<file path="src/rtl/brownout_pkg.sv">
// Shared types and default constants for the brownout deglitch path.
package brownout_pkg;

    // Default integrator width and hysteresis thresholds
    localparam int unsigned BROUT_CNT_W      = 4;
    localparam int unsigned BROUT_SET_TH_DEF = 12;
    localparam int unsigned BROUT_CLR_TH_DEF = 3;

    // Filtered-level state: brout_filt is high only in TRIPPED
    typedef enum logic {
        CLEAR   = 1'b0,
        TRIPPED = 1'b1
    } brout_state_e;

endpackage : brownout_pkg

</file>
<file path="src/rtl/brownout_sync2.sv">
// Generic two-flop synchroniser with asynchronous active-low reset.
// Used for the brownout comparator and reusable for the dcomp input path.
module brownout_sync2 (
    input  logic clk_i,
    input  logic rst_ni,
    input  logic d_i,
    output logic q_o
);

    logic meta_q;
    logic sync_q;

    // Two back-to-back flops give the first stage a full cycle to resolve
    always_ff @(posedge clk_i or negedge rst_ni) begin
        if (!rst_ni) begin
            meta_q <= 1'b0;
            sync_q <= 1'b0;
        end else begin
            meta_q <= d_i;
            sync_q <= meta_q;
        end
    end

    assign q_o = sync_q;

endmodule : brownout_sync2

</file>
<file path="src/rtl/brownout_filt.sv">
// Brownout comparator deglitch: synchronise, integrate with a saturating
// up/down counter, apply set/clear hysteresis, and count trip events.
module brownout_filt
    import brownout_pkg::*;
#(
    parameter int unsigned CNT_W  = BROUT_CNT_W,
    parameter int unsigned SET_TH = BROUT_SET_TH_DEF,
    parameter int unsigned CLR_TH = BROUT_CLR_TH_DEF,
    parameter int unsigned EVT_W  = 8
) (
    input  logic             osc_ck,
    input  logic             rsb,
    input  logic             ena,
    input  logic             brout_raw,
    input  logic             filt_bypass,
    input  logic             evt_clr,
    output logic             brout_filt,
    output logic             brout_sync,
    output logic [EVT_W-1:0] evt_cnt,
    output logic             evt_sticky
);

    // Thresholds must leave a hysteresis gap and be reachable by the counter
    if ((CLR_TH >= SET_TH) || (SET_TH > ((2 ** CNT_W) - 1))) begin : g_bad_th
        $fatal(1, "brownout_filt: need CLR_TH < SET_TH <= 2**CNT_W-1");
    end

    localparam logic [CNT_W-1:0] ACC_MAX  = '1;
    localparam logic [CNT_W-1:0] SET_TH_C = CNT_W'(SET_TH);
    localparam logic [CNT_W-1:0] CLR_TH_C = CNT_W'(CLR_TH);
    localparam logic [EVT_W-1:0] EVT_MAX  = '1;
    localparam logic [EVT_W-1:0] EVT_ONE  = EVT_W'(1);

    logic             sync_lvl;
    logic [CNT_W-1:0] acc_q;
    logic [CNT_W-1:0] acc_d;
    brout_state_e     state_q;
    logic             filt_q;
    logic             set_cond;
    logic             clr_cond;
    logic             rise;
    logic [EVT_W-1:0] evt_cnt_q;
    logic             evt_sticky_q;

    brownout_sync2 u_sync (
        .clk_i  (osc_ck),
        .rst_ni (rsb),
        .d_i    (brout_raw),
        .q_o    (sync_lvl)
    );

    // Saturating up/down integrator; disabled block forces it back to zero
    always_comb begin
        acc_d = acc_q;
        if (!ena) begin
            acc_d = '0;
        end else if (sync_lvl && (acc_q != ACC_MAX)) begin
            acc_d = acc_q + 1'b1;
        end else if (!sync_lvl && (acc_q != '0)) begin
            acc_d = acc_q - 1'b1;
        end
    end

    // Trip/clear decisions look at the integrator value loaded on this edge;
    // in bypass the synchronised level drives the state directly
    always_comb begin
        set_cond = filt_bypass ? sync_lvl  : (acc_d >= SET_TH_C);
        clr_cond = filt_bypass ? !sync_lvl : (acc_d <= CLR_TH_C);
    end

    // A CLEAR->TRIPPED transition is what gets logged as an event
    assign rise = ena && (state_q == CLEAR) && set_cond;

    // Integrator register
    always_ff @(posedge osc_ck or negedge rsb) begin
        if (!rsb) begin
            acc_q <= '0;
        end else begin
            acc_q <= acc_d;
        end
    end

    // Hysteresis FSM with registered filtered output
    always_ff @(posedge osc_ck or negedge rsb) begin
        if (!rsb) begin
            state_q <= CLEAR;
            filt_q  <= 1'b0;
        end else if (!ena) begin
            state_q <= CLEAR;
            filt_q  <= 1'b0;
        end else if (state_q == CLEAR) begin
            if (set_cond) begin
                state_q <= TRIPPED;
                filt_q  <= 1'b1;
            end
        end else begin
            if (clr_cond) begin
                state_q <= CLEAR;
                filt_q  <= 1'b0;
            end
        end
    end

    // Event counter and sticky flag; a trip on the clearing edge still counts
    always_ff @(posedge osc_ck or negedge rsb) begin
        if (!rsb) begin
            evt_cnt_q    <= '0;
            evt_sticky_q <= 1'b0;
        end else if (rise) begin
            evt_sticky_q <= 1'b1;
            if (evt_clr) begin
                evt_cnt_q <= EVT_ONE;
            end else if (evt_cnt_q != EVT_MAX) begin
                evt_cnt_q <= evt_cnt_q + 1'b1;
            end
        end else if (evt_clr) begin
            evt_cnt_q    <= '0;
            evt_sticky_q <= 1'b0;
        end
    end

    assign brout_filt = filt_q;
    assign brout_sync = sync_lvl;
    assign evt_cnt    = evt_cnt_q;
    assign evt_sticky = evt_sticky_q;

endmodule : brownout_filt

</file>
<file path="config.mk">
export PLATFORM = sky130hd
export DESIGN_NAME = brownout_filt
export DESIGN_NICKNAME = d
export VERILOG_FILES = /design/src/rtl/brownout_pkg.sv /design/src/rtl/brownout_sync2.sv /design/src/rtl/brownout_filt.sv
export SDC_FILE = /design/constraint.sdc
export NUM_CORES = 1
export LEC_CHECK = 0
export CAP_MARGIN = 20
export CORE_ASPECT_RATIO = 1.25
export CORE_MARGIN = 8
export CORE_UTILIZATION = 35
export DETAILED_ROUTE_END_ITERATION = 8
export GPL_ROUTABILITY_DRIVEN = 0
export GPL_TIMING_DRIVEN = 1
export HOLD_SLACK_MARGIN = 0.06
export PLACE_DENSITY = 0.58
export SLEW_MARGIN = 20
export SYNTH_ARGS = -nofsm -noshare
export SYNTH_HDL_FRONTEND = slang
export SYNTH_HIERARCHICAL = 1
export SYNTH_SLANG_ARGS = --single-unit
</file>
<file path="constraint.sdc">
create_clock -name osc_ck -period 3.6 [get_ports osc_ck]
set_input_delay 0.72 -clock osc_ck [delete_from_list [all_inputs] [get_ports osc_ck]]
set_output_delay 0.72 -clock osc_ck [all_outputs]
set_load 0.02 [all_outputs]
</file>
After elaboration in Yosys (flattened, before gate mapping)
Index checks and enable logic that the tools add are counted.
W data, S select, Z words.
- register bits: 17
- output and inout port bits: 11
- logic and storage cells: 46
- $add $sub $neg: 3
- $lt $le $gt $ge: 2
- equality and inequality tests: 4
- multiplexer cells: 19
- bitwise operators: 1
- reduce and logical (&&, ||, !) cells: 10
- operators with widths (cell ; count):
    $mux W8 ; 4
    $mux W1 ; 12
    $mux W4 ; 3
    $add A8 B1 Y8 const B ; 1
    $ne A8 B8 Y1 const B ; 1
    $add A4 B1 Y4 const B ; 1
    $ge A4 B4 Y1 const B ; 1
    $le A4 B2 Y1 const B ; 1
    $logic_and A1 B1 Y1 ; 4
    $ne A4 B4 Y1 const B ; 1
    $reduce_and A2 Y1 ; 2
    $reduce_bool A2 Y1 ; 2
    $reduce_bool A4 Y1 ; 1
    $sub A4 B1 Y4 const B ; 1
    $ne A3 B1 Y1 const B ; 1
    $ne A3 B2 Y1 const B ; 1
    $logic_not A1 Y1 ; 1
    $not A1 Y1 ; 1

Logic depth before layout (Yosys ltp)
Gate-level depths: netlist of run 1.
- depth after elaboration: 10
- gate-level depth with buffers: 8
- gate-level depth less buffers: 7

Hierarchy
Netlist of run 1, hierarchy kept.
- by module, submodules not included (module ; times used ; cells each ; area an instance (µm²) ; seq. area each (µm²)):
    brownout_filt ; 1 ; 103 ; 1013.5 ; 375.4
    brownout_sync2 ; 1 ; 2 ; 50.0 ; 50.0

Worst setup path before layout of run 1
Ideal clock, no wire load.
- kind: input port to flip-flop
- start: input ena
- end: register evt_cnt_q[5], in the netlist evt_cnt[5]
- data arrival time: 1.771 ns
- data required time: 3.453 ns
- setup slack: 1.681 ns
- stages: 6
- buffers on the path: 1
- cell sequence: nor2b_1 o21ai_0 a211oi_4 and2_4 buf_6 a311oi_2
- cells in the longest elaborated chain, start to end: 6
- elaborated cells on any way between the ends: 8
- classes of those cells: order compare: 1; mux: 3; reduce/logical: 4
- RTL lines (item ; line ; text):
    start: declaration ; brownout_filt.sv:13 ; input logic ena,
    $mux W4 ; brownout_filt.sv:55 ; if (!ena) begin
    $ge A4 B4 Y1 ; brownout_filt.sv:67 ; set_cond = filt_bypass ? sync_lvl : (acc_d >= SET_TH_C);
    $mux W1 ; brownout_filt.sv:67 ;
    $logic_and A1 B1 Y1 (*) ; brownout_filt.sv:72 ; assign rise = ena && (state_q == CLEAR) && set_cond;
    $reduce_bool A2 Y1 (no source line) ; -- ;
    $reduce_and A2 Y1 (no source line) ; -- ;
    end signal: assignment ; brownout_filt.sv:114 ; evt_cnt_q <= evt_cnt_q + 1'b1;
    end: declaration ; brownout_filt.sv:42 ; logic [EVT_W-1:0] evt_cnt_q;
Mark *: on every way between the ends. The rest lies on a longest branch, timed or not.
A chain may end at the register's enable or synchronous reset.

Worst setup path in the final report of run 1
- start: input ena
- end: register evt_cnt_q[3], in the netlist evt_cnt[3]
Same word-level chain as after synthesis.

==> impl_metrics.py, run 1 <==
metrics = {
    "status": {
        "status": "complete, no violations",
    },
    "final_layout": {
        "antenna_cells": 0,
        "seq_area_um2": 425.4,
        "layout_common_cells": "17 x dfrtp_1, 16 x clkdlybuf4s50_1, 6 x inv_1, 6 x and3_1, 6 x a31oi_1",
        "area_delta_synth_final_pct": 18.71,
        "layout-drive-gt1-share_pct": 10.83,
        "fill_cells": 322,
        "multi_input_area_um2": 579.3,
        "final_common_cell": "dfrtp_1",
        "nets": 130,
        "final_area_um2": 1262,
    },
    "die": {
        "fp.coreArea_um2": 2918,
        "die_y_um": 77.63,
        "initial_utilization_pct": 36.45,
        "ios": 17,
        "rows": 22,
        "dieArea_um2": 5070,
        "die_w_um": 65.31,
    },
    "clock_tree": {
        "clockRootBuffer": "clkbuf_4",
        "cts.sinks": 17,
        "clock_latency_ns": 0.29,
        "cts_buffers": 3,
        "htreeDepth": 1,
        "postCtsResizedCells": 0,
        "clkTransAtPathRegs_ns": 0.11,
        "cts_hold_buf": 0,
        "cts_buffer_depth": 2,
        "cts_setup_buffers": 0,
        "cts_tree": "yes",
    },
    "place": {
        "hpwl_um": 1622,
        "io_buffers": 16,
        "placed_area_um2": 1232,
    },
    "synth": {
        "ys_ff_latch": 17,
        "ys_types": 43,
        "syn_nets": 114,
        "synth-main-ff-cell": "dfrtp_1",
        "netlist_instances": 105,
        "synth_edf_count": 0,
        "avgSynthCellArea_um2": 10.13,
        "synthesis.area_um2": 1064,
        "yosysSeqAreaShare_pct": 40.00,
        "async_flop_share_pct": 100.0,
        "ys_warn_count": 6,
    },
    "global_routing": {
        "grt_pass1_vias": 914,
        "track_usage_pct": 9.265,
        "grt_max_degree": 18,
        "grt_antenna_before_repair": 0,
        "grt_overflow": 0,
        "grt_pass1_wl_um": 3939,
    },
    "route": {
        "wl_met3_um": 69,
        "route.vias.total": 861,
        "ant_nets": 0,
        "wl_met1_um": 1077,
        "drt_wl_total_um": 2238,
        "route.detailed.drc": 0,
        "first_pass_iters": 4,
        "viasPerCell": 5.519,
        "dr.max_layer_used": "met4",
        "drt_iter0_markers": 22,
        "wire_per_inst_um": 14.35,
        "wl_met2_um": 1069,
    },
    "power": {
        "ir_worst_vdd_mv": 0.2887,
        "power_leakage_nw": 0.5235,
        "p_per_area_nw_per_um2": 457.2,
    },
    "timing": {
        "skew_ns": 0.004906,
        "tns_ns": 0,
        "setup_violations": 0,
        "holdWs_ns": 0.3593,
        "hold_viol": 0,
        "max_freq_mhz": 426.3,
        "max_slew_margin_pct": 48.28,
        "tightest_slew_ns": 0.7733,
        "grt_setup_unrepaired": "no",
        "report.final.slew_viol_count": 0,
        "period_needed_ns": 2.346,
        "period_share_pct": 65.16,
    },
    "min_path": {
        "holdCritStartpoint": "u_sync/meta_q$_DFF_PN0_",
        "min_path_type": "register to register",
    },
    "setup_path": {
        "setup.worst_path.class": "primary input to register",
        "startpoint": "ena",
        "crit_fanout": 10,
        "worstPathArrival_ns": 2.51,
        "r2r-start": "acc_q[0]$_DFF_PN0_",
        "endpoint_kind": "register",
        "required_ns": 3.76,
        "start_kind": "primary input",
    },
    "flow_run": {
        "drv_cap": 0,
    },
}
[critical path: stages]
cell	delay, ns
clkdlybuf4s50_1	0.54
nor2b_1	0.19
o21ai_0	0.16
a211oi_4	0.46
and2_4	0.31
a311oi_2	0.11
[flip-flops by register name, indices dropped and copies added, names as in the netlist]
name and cells:
acc_q 4, brout_filt 1, evt_cnt 8, evt_sticky 1, state_q 1, u_sync/meta_q 1
u_sync/q_o 1
[final cells by class]
class / instances / area share (%)
clock buffer: 3 / 1.784
clock inverter: 1 / 0.5946
inverter: 6 / 1.784
multi-input combinational: 77 / 45.89
sequential: 17 / 33.70
tap: 36 / 3.568
timing repair buffer: 16 / 12.69
[power breakdown]
group / switching, mW / total (mW) / internal, mW / leakage [nW]
registers: 0.0359 / 0.253 / 0.217 / 0.227
clock network: 0.0636 / 0.106 / 0.0422 / 0.0139
logic: 0.118 / 0.218 / 0.0997 / 0.282
total: 0.218 / 0.577 / 0.359 / 0.524
[through the flow]
step | setup slack, ns | std cells | utilization (%) | power, mW
after detailed placement | 0.9800 | 152 | 42.24 | 0.4743
after global placement | 0.9994 | 152 | 42.24 | 0.4757
after CTS | 1.275 | 156 | 43.27 | 0.5838
after floorplan | 1.681 | 105 | - | 0.4200
final | 1.254 | 156 | 43.27 | 0.5772
after global routing | 1.167 | 156 | 43.27 | 0.6160
[cell usage after synthesis, drive strengths merged (3+ instances only)]
master  number  share of area [%]
a211oi       5                6.1
a21o         3                2.1
a21oi        4                1.9
a311oi       3                4.2
a31oi        6                3.5
and2         4                2.6
and3         6                3.5
buf          4                3.1
dfrtp       17                 40
ha           3                3.5
inv          6                2.1
nand2        5                1.8
nand3        3                1.4
nor2         4                1.4
nor2b        4                2.4
[cell families (layout without fill, tap and decap cells)]
| group | after synthesis | count (layout) | synth area share (%) |
|---|---|---|---|
| AND/OR/NAND/NOR | 37 | 37 | 20.71 |
| AO/OA/AOI/OAI | 35 | 35 | 28.47 |
| flip-flops | 17 | 17 | 40.00 |
| buffers and inverters | 11 | 26 | 5.529 |
| adder cells (fa/ha/maj) | 3 | 3 | 3.530 |
| XOR/XNOR | 1 | 1 | 0.8237 |
| multiplexers | 1 | 1 | 0.9412 |
[per-layer routing]
metal / track usage, % / up-vias
met5: 0 / -
met4: 3.939 / 0
met3: 2.155 / 2
met2: 15.50 / 11
met1: 10.92 / 416
li1: - / 432
[final timing paths]
check | to | slack (ns) | depth (start not counted)
worst max-delay path | evt_cnt[3]$_DFFE_PN0P_ | 1.25 | 6
worst min-delay path | u_sync/q_o$_DFF_PN0_ | 0.36 | 0
worst max register to register | evt_cnt[3]$_DFFE_PN0P_ | 1.53 | 7
worst min register to register | u_sync/q_o$_DFF_PN0_ | 0.36 | 0
max in group asynchronous | evt_cnt[5]$_DFFE_PN0P_ | 2.25 | 1
min in group asynchronous | acc_q[3]$_DFF_PN0_ | 0.87 | 1
(Power assumes the default switching activity.)
==> run 2: changes to the inputs <==
--- a/config.mk
+++ b/config.mk
@@ -13,7 +13,7 @@
 export GPL_ROUTABILITY_DRIVEN = 0
 export GPL_TIMING_DRIVEN = 1
 export HOLD_SLACK_MARGIN = 0.06
-export PLACE_DENSITY = 0.58
+export PLACE_DENSITY = 0.6
 export SLEW_MARGIN = 20
 export SYNTH_ARGS = -nofsm -noshare
 export SYNTH_HDL_FRONTEND = slang
==> constraint.sdc (replaced) <==
create_clock -name osc_ck -period 1.9 [get_ports osc_ck]
set_input_delay 0.38 -clock osc_ck [delete_from_list [all_inputs] [get_ports osc_ck]]
set_output_delay 0.38 -clock osc_ck [all_outputs]
set_load 0.02 [all_outputs]
==> impl_metrics.py, run 2 (same netlist as run 1, synthesis figures left out) <==
metrics = {
    "power": {
        "power_leakage_nw": 0.6542,
        "p_sw_share_pct": 37.49,
        "power.share.clock_pct": 14.5,
        "p_int_uw": 871.6,
        "ir_worst_vdd_mv": 0.5787,
        "pwr-share-seq_pct": 34.2,
        "p_total_mw": 1.394,
        "p_per_area_nw_per_um2": 903.8,
        "combPwrFrac_pct": 51.2,
        "power.switching_uw": 522.7,
    },
    "clock_tree": {
        "cts_hold_buf": 0,
        "clockRootBuffer": "clkbuf_4",
        "cts_tree": "yes",
        "cts_buffers": 3,
        "clock_latency_ns": 0.29,
        "cts.sinks": 17,
        "cts_buffer_depth": 2,
        "htreeDepth": 1,
        "clkTransAtPathRegs_ns": 0.11,
    },
    "global_routing": {
        "grt_max_degree": 18,
        "grt_pass1_wl_um": 4754,
        "grt_overflow": 0,
        "grt_antenna_before_repair": 0,
        "grt_pass1_vias": 1046,
        "track_usage_pct": 11.55,
    },
    "die": {
        "ios": 17,
        "die_w_um": 65.31,
        "rows": 22,
        "fp.coreArea_um2": 2918,
        "die_y_um": 77.63,
        "initial_utilization_pct": 36.45,
        "dieArea_um2": 5070,
    },
    "route": {
        "route.vias.total": 986,
        "drt_iter0_markers": 46,
        "drt_wl_total_um": 2946,
        "route.detailed.drc": 0,
        "viasPerCell": 5.571,
        "ant_nets": 0,
        "first_pass_iters": 4,
        "wire_per_inst_um": 16.64,
    },
    "final_layout": {
        "seq_area_um2": 429.2,
        "antenna_cells": 0,
        "fill_cells": 284,
        "nets": 151,
        "layout-drive-gt1-share_pct": 36.88,
        "layout_common_cells": "15 x clkdlybuf4s50_1, 15 x buf_4, 14 x dfrtp_1, 6 x and3_1",
        "final_cells": 177,
        "area_delta_synth_final_pct": 45.06,
        "final_area_um2": 1543,
        "largest_reg_flops": 8,
        "multi_input_area_um2": 688.2,
    },
    "setup_path": {
        "required_ns": 2.09,
        "start_kind": "register",
        "endpoint_kind": "register",
        "setup.worst_path.class": "register to register",
        "worstPathArrival_ns": 2.02,
        "crit_fanout": 5,
    },
    "place": {
        "io_buffers": 16,
        "pre_cts_slack_ns": -0.1777,
        "hpwl_um": 2078,
        "place_inst": 170,
        "placed_area_um2": 1368,
    },
    "timing": {
        "holdWs_ns": 0.3568,
        "max_freq_mhz": 547.2,
        "skew_ns": 0.009344,
        "hold_viol": 0,
        "report.final.slew_viol_count": 0,
        "period_needed_ns": 1.828,
        "max_slew_margin_pct": 77.38,
        "setup_violations": 0,
        "setup_ws_ns": 0.07248,
        "period_share_pct": 96.19,
        "tightest_slew_ns": 0.3350,
    },
    "flow_run": {
        "drv_cap": 0,
    },
    "status": {
        "status": "complete, no violations",
    },
    "min_path": {
        "min_path_type": "register to register",
    },
}
run 2: layer usage:
layer  track usage (%)  up-vias  wire length [um]
li1                  -      480                 -
met1             13.01      491              1215
met2             20.34       13              1598
met3             2.586        2               114
met4             4.376        0                17
met5                 0        -                 0
run 2: final timing paths:
| check | start | to | slack [ns] | depth (start not counted) |
|---|---|---|---|---|
| min | u_sync/meta_q$_DFF_PN0_ | u_sync/q_o$_DFF_PN0_ | 0.36 | 0 |
| max in group asynchronous | rsb | u_sync/q_o$_DFF_PN0_ | 1.28 | 2 |
| min in group asynchronous | rsb | evt_cnt[4]$_DFFE_PN0P_ | 0.39 | 2 |
| min reg2reg | u_sync/meta_q$_DFF_PN0_ | u_sync/q_o$_DFF_PN0_ | 0.36 | 0 |
| max reg2reg | acc_q[0]$_DFF_PN0_ | state_q$_DFF_PN0_ | 0.07 | 7 |
| max | acc_q[0]$_DFF_PN0_ | state_q$_DFF_PN0_ | 0.07 | 7 |
run 2: area by class of cell:
class | count | area share [%]
clock buffers | 4 | 1.703
inverters | 6 | 1.460
multi-input cells | 78 | 44.61
flip-flops and latches | 17 | 27.82
well taps | 36 | 2.920
repair buffers | 36 | 21.49
run 2: power by group through the flow:
| stage | Sequential [mW] | Clock, mW | Combinational (mW) |
|---|---|---|---|
| CTS | 0.457 | 0.208 | 0.575 |
| floorplan | 0.479 | 0 | 0.317 |
| global placement | 0.466 | 0 | 0.545 |
| global route | 0.484 | 0.219 | 0.776 |
| finish | 0.477 | 0.203 | 0.714 |
| detailed placement | 0.468 | 0 | 0.557 |
run 2: worst max-delay path: stages (launching register included):
cell and delay, ns:
dfrtp_2 0.46, inv_2 0.08, ha_4 0.17, inv_1 0.07, a211o_1 0.32, a21o_4 0.25
and2_2 0.22, a21o_1 0.16
run 2: what timing repair did:
| item | in CTS | in global routing |
|---|---|---|
| cloned | 0 | 1 |
| setup buffers | 1 | 1 |
| pin swaps | 1 | 9 |
| gates resized for setup | 0 | 30 |
| endpoints found under the setup margin | 6 | 12 |
run 2: through the flow:
step | utilization (%) | TNS (ns)
after CTS | 48.03 | 0
final | 52.87 | 0
after detailed placement | 46.87 | -1.232
after global routing | 52.87 | -0.003675
after global placement | 46.87 | -1.039
after floorplan | - | 0
